[src/rtl/i2c_init_sequencer.sv]
// Script-driven bring-up master for the I2C_v2 command port: plays WRITE/WAIT/DELAY/END
// entries from a ROM, then hands the port to the CPU (PASS) with combinational pass-through.
module i2c_init_sequencer #(
    parameter int SCRIPT_AW  = 8,
    parameter bit AUTOSTART  = 1'b1,
    parameter int POLL_LIMIT = 4096
) (
    input  logic                 i_clock,
    input  logic                 i_reset_n,
    input  logic                 i_start,
    output logic                 o_busy,
    output logic                 o_done,
    output logic                 o_error,
    output logic [SCRIPT_AW-1:0] o_rom_address,
    input  logic [31:0]          i_rom_data,
    input  logic                 i_request,
    input  logic                 i_rw,
    input  logic [1:0]           i_address,
    input  logic [31:0]          i_wdata,
    output logic [31:0]          o_rdata,
    output logic                 o_ready,
    output logic                 o_i2c_request,
    output logic                 o_i2c_rw,
    output logic [1:0]           o_i2c_address,
    output logic [31:0]          o_i2c_wdata,
    input  logic [31:0]          i_i2c_rdata,
    input  logic                 i_i2c_ready
);

    localparam int PW = $clog2(POLL_LIMIT + 1);

    typedef enum logic [3:0] {
        S_IDLE, S_FETCH, S_FETCH_WAIT, S_DECODE, S_XFER,
        S_RELEASE, S_DELAY, S_NEXT, S_DONE, S_PASS
    } state_t;

    state_t               state_q;
    logic [SCRIPT_AW-1:0] pc_q;
    logic [31:0]          entry_q;
    logic [23:0]          delay_q;
    logic [PW-1:0]        poll_q;
    logic                 req_q;
    logic                 rw_q;
    logic [31:0]          wdata_q;
    logic                 stat_ok_q;
    logic                 done_q;
    logic                 error_q;
    logic                 pend_q;

    always_ff @(posedge i_clock or negedge i_reset_n) begin
        if (!i_reset_n) begin
            state_q   <= S_IDLE;
            pc_q      <= '0;
            entry_q   <= '0;
            delay_q   <= '0;
            poll_q    <= '0;
            req_q     <= 1'b0;
            rw_q      <= 1'b0;
            wdata_q   <= '0;
            stat_ok_q <= 1'b0;
            done_q    <= 1'b0;
            error_q   <= 1'b0;
            pend_q    <= 1'b0;
        end else begin
            case (state_q)
                S_IDLE: begin
                    if (AUTOSTART || i_start) begin
                        pc_q    <= '0;
                        state_q <= S_FETCH;
                    end
                end
                S_FETCH:      state_q <= S_FETCH_WAIT;
                S_FETCH_WAIT: begin
                    entry_q <= i_rom_data;
                    state_q <= S_DECODE;
                end
                S_DECODE: begin
                    case (entry_q[1:0])
                        2'd0: state_q <= S_DONE;
                        2'd1: begin
                            poll_q  <= '0;
                            rw_q    <= 1'b0;
                            wdata_q <= '0;
                            state_q <= S_XFER;
                        end
                        2'd2: begin
                            rw_q    <= 1'b1;
                            wdata_q <= entry_q;
                            state_q <= S_XFER;
                        end
                        default: begin
                            delay_q <= entry_q[31:8];
                            state_q <= (entry_q[31:8] == 24'd0) ? S_NEXT : S_DELAY;
                        end
                    endcase
                end
                // Ready must be seen low before requesting, so a stale ready from a
                // previous owner of the port is never mistaken for an acknowledge.
                S_XFER: begin
                    if (!req_q) begin
                        if (!i_i2c_ready) req_q <= 1'b1;
                    end else if (i_i2c_ready) begin
                        req_q     <= 1'b0;
                        stat_ok_q <= !i_i2c_rdata[4] && i_i2c_rdata[3];
                        state_q   <= S_RELEASE;
                    end
                end
                S_RELEASE: begin
                    if (!i_i2c_ready) begin
                        if (rw_q || stat_ok_q) begin
                            state_q <= S_NEXT;
                        end else if (poll_q + 1'b1 == PW'(POLL_LIMIT)) begin
                            poll_q  <= poll_q + 1'b1;
                            error_q <= 1'b1;
                            state_q <= S_DONE;
                        end else begin
                            poll_q  <= poll_q + 1'b1;
                            state_q <= S_XFER;
                        end
                    end
                end
                S_DELAY: begin
                    delay_q <= delay_q - 24'd1;
                    if (delay_q == 24'd1) state_q <= S_NEXT;
                end
                S_NEXT: begin
                    if (pc_q == {SCRIPT_AW{1'b1}}) begin
                        state_q <= S_DONE;
                    end else begin
                        pc_q    <= pc_q + 1'b1;
                        state_q <= S_FETCH;
                    end
                end
                S_DONE: begin
                    done_q  <= 1'b1;
                    state_q <= S_PASS;
                end
                S_PASS: begin
                    // A restart must not cut off a CPU transfer mid-handshake.
                    if (i_start || pend_q) begin
                        if (i_request) begin
                            pend_q <= 1'b1;
                        end else begin
                            pend_q  <= 1'b0;
                            pc_q    <= '0;
                            done_q  <= 1'b0;
                            error_q <= 1'b0;
                            state_q <= S_FETCH;
                        end
                    end
                end
                default: state_q <= S_IDLE;
            endcase
        end
    end

    logic pass;
    assign pass = (state_q == S_PASS);

    assign o_busy        = !(state_q == S_IDLE || pass);
    assign o_done        = done_q;
    assign o_error       = error_q;
    assign o_rom_address = pc_q;

    assign o_i2c_request = pass ? i_request : req_q;
    assign o_i2c_rw      = pass ? i_rw      : rw_q;
    assign o_i2c_address = pass ? i_address : 2'd0;
    assign o_i2c_wdata   = pass ? i_wdata   : wdata_q;
    assign o_rdata       = pass ? i_i2c_rdata : 32'd0;
    assign o_ready       = pass && i_i2c_ready;

endmodule

[config.mk]
export PLATFORM = sky130hd
export DESIGN_NAME = i2c_init_sequencer
export DESIGN_NICKNAME = d
export VERILOG_FILES = /design/src/rtl/i2c_init_sequencer.sv
export SDC_FILE = /design/constraint.sdc
export NUM_CORES = 1
export LEC_CHECK = 0
export ABC_AREA = 0
export CAP_MARGIN = 20
export CORE_AREA = 2 2 131 133
export CTS_BUF_LIST = sky130_fd_sc_hd__clkbuf_16
export DETAILED_ROUTE_END_ITERATION = 10
export DIE_AREA = 0 0 133 135
export DONT_BUFFER_PORTS = 1
export MAX_ROUTING_LAYER = met4
export PLACE_DENSITY = 0.54
export SETUP_SLACK_MARGIN = 0.05
export SYNTH_ARGS = -nofsm -noshare
export SYNTH_HDL_FRONTEND = slang
export SYNTH_SLANG_ARGS = --single-unit
[constraint.sdc]
create_clock -name i_clock -period 5.94 [get_ports i_clock]
set_clock_uncertainty 0.2 [all_clocks]
set_input_delay 0.297 -clock i_clock [delete_from_list [all_inputs] [get_ports i_clock]]
set_output_delay 0.297 -clock i_clock [all_outputs]
set_load 0.02 [all_outputs]
==> run metrics <==
largest net degree at the start of global routing 119; share of cells above drive strength 1 9.99%; Mapped Cells 747; WL final 18000 um; internal reg-to-reg setup slack 2.67 ns; IO Port Bufs 0; Starting Density 39.4%; commonest non-fill, non-tap cell in the layout nand2_1; P&R area growth vs syn 18.8%; first-pass GRT wire length 28700 um; flops & latches, synth 118; Pre-antenna DRT Iters 5; Logic pwr share 33.2%; Slew @ Worst Pin 1.03 ns; Max-Cap Viols 0; RSZ-0062 raised after global routing false; CP Cell Sequence nor4bb_1, nand2_1, nand2_1, o21ai_0, a221o_1; total CTS buffers 17; nets 881; CTS HTree Levels 4; syn_area_per_cell 8.66 sq um; Setup Buffers After CTS 0; number of antenna violations at the first check in global routing 1; clk sinks ~120; Clock Tree Buf Depth 2; gr usage total 20.8%; GP Congestion around 0.85; max incr delay on CP between 0.7 and 0.8 ns; min Tclk post-route about 3.3 ns; worst skew pair latency ~0.42 ns; Peak Freq just over 0.3 GHz; Min Hold Slack roughly 0.13 ns; type of origin of the critical path flop; Post-Synthesis Cell Area 6470 sq um; fin. max-slew vios 0; Setup Crit Path Kind flop to flop; maximum VDD drop roughly 0.00028 V; Async S/R FF share, synth 100%; Top FF cell, synth dfrtp_1; Final period util a little under three fifths; Remaining Overflow, GRT 0; Hold Crit Class primary input to flop; core box area 16400 sq um; HPWL after DPL 12500 um; Root Buffer clkbuf_16; distinct cell type count after synthesis 65; Ys Warns 0; vias per std cell 5.63; Die ar. ~18000 sq um; CTS tree built; Mapped Nets 860; Leak Pwr 3.29 nW; slowest cell on the critical path nor4bb_1; most frequent cells in the layout nand2_1 (201), dfrtp_1 (118), o21ai_0 (73), nor2_1 (38), dlygate4sd3_1 (38); Psw 0.00157 W; P per Cell Area 505 nW/um^2; CP arrival 3.37 ns; Req. time, crit path 6.04 ns; DR vias 5637; status finished, final reports clean; post-CTS resize count 0; Critical Path Sink Type flop; Die Ht 135 um; DRT iter0 DRCs 475; Routed Antenna Nets 0; sequential element share of the synthesized area a little under half; Rows 47; number of global-route vias before repair 5454; number of top-level pins 184; Fin Setup TNS 0 ns; WL per Instance 17.9 um; Flop pwr share around two fifths; DRC 0; CP max FO 19; Reg clk slew, reported paths 0.06 ns; switch share between 40% and 50%; number of flops mapped to enable cells by yosys 0; Final Hold Fails 0; internal power about 0.0023 W; final setup vio count 0; die width 133 um; clock share of power 27.7%; CP dominant cell by count nand2_1; Worst slew margin 31.0%
==> sequential cells by signal, summed over array words and instances (netlist names) <==
| signal | count |
|---|---|
| entry_q | 32 |
| wdata_q | 31 |
| delay_q | 24 |
| poll_q | 13 |
| o_rom_address | 8 |
| state_q | 4 |
| o_done | 1 |
| o_error | 1 |
| pend_q | 1 |
| req_q | 1 |
| rw_q | 1 |
| stat_ok_q | 1 |
==> cell type report <==
| type | count | area [sq um] |
|---|---|---|
| Inverter | 13 | 48.8 |
| Clock inverter | 15 | 186 |
| Sequential cell | 118 | 2950 |
| Tap cell | 220 | 275 |
| Timing Repair Buffer | 44 | 465 |
| Multi-Input combinational cell | 574 | 3330 |
| Antenna cell | 1 | 2.50 |
| Fill cell | 1564 | 8720 |
| Clock buffer | 17 | 425 |
==> worst paths after layout <==
kind | start | endpoint | cells after the start
setup / recovery | state_q[2] | delay_q[8] | 5
hold / removal | i_request | o_done | 3
setup reg to reg | state_q[2] | delay_q[8] | 5
hold reg to reg | wdata_q[28] | wdata_q[28] | 2
max in group asynchronous | i_reset_n | poll_q[10] | 2
min in group asynchronous | i_reset_n | entry_q[23] | 2
==> critical path, delay by kind of cell (launching register included) <==
family / cells / cell delay (ns)
simple gates: 3 / 1.81
flops: 1 / 0.61
compound gates: 2 / 0.52
==> metrics by stage <==
| step | utilization, % | power (W) | cell area, sq um | setup slack [ns] | instances |
|---|---|---|---|---|---|
| floorplan | - | 0.00241 | 6470 | 3.58 | 747 |
| global placement | 40.4 | 0.00272 | 6640 | 2.94 | 929 |
| detailed placement | 40.6 | 0.00278 | 6660 | 2.76 | 930 |
| CTS | 46.8 | 0.00390 | 7680 | 2.73 | 1001 |
| global route | 46.8 | 0.00414 | 7690 | 2.35 | 1002 |
| finish | 46.8 | 0.00388 | 7690 | 2.67 | 1002 |
==> power by group through the flow <==
| stage | sequential, W | combinational (W) | clock, W |
|---|---|---|---|
| floorplan | 0.00135 | 0.00106 | 0 |
| global placement | 0.00151 | 0.00121 | 0 |
| detailed placement | 0.00152 | 0.00126 | 0 |
| CTS | 0.00151 | 0.00130 | 0.00109 |
| global route | 0.00157 | 0.00144 | 0.00113 |
| finish | 0.00152 | 0.00129 | 0.00108 |
==> routing by layer <==
metal  routed length (um)  vias up  GRT usage [%]
li1                     -     2678              -
met1                 7840     2733           27.0
met2                 8740      203           32.0
met3                 1080       23           5.67
met4                  312        0           5.85
met5                    0        -              -
==> what timing repair did <==
action / in CTS / in global routing
setup endpoints to repair: 0 / 0
hold buffers: 39 / 0
endpoints found under the hold margin: 161 / 0
==> cell families after synthesis <==
group | after synthesis | share of synthesized area [%]
mux | 33 | 5.72
fa+ha+maj | 9 | 1.74
compound gates | 146 | 14.7
xor+xnor | 11 | 1.49
simple gates | 375 | 27.4
buf+inv | 55 | 3.31
flops | 118 | 45.6
==> cell usage after synthesis, types with 12 or more instances <==
library cell / number / area (sq um)
nand4_1: 12 / 75.1
o21ai_0: 73 / 365
nand3_1: 18 / 90.1
dfrtp_1: 118 / 2950
and2_1: 37 / 231
a21oi_1: 14 / 70.1
nor2_1: 38 / 143
nor3_1: 19 / 95.1
inv_1: 13 / 48.8
nor4_1: 12 / 75.1
clkbuf_1: 35 / 131
nand2_1: 201 / 754
mux2_2: 32 / 360
No activity file was read; power rests on OpenSTA's default activity.
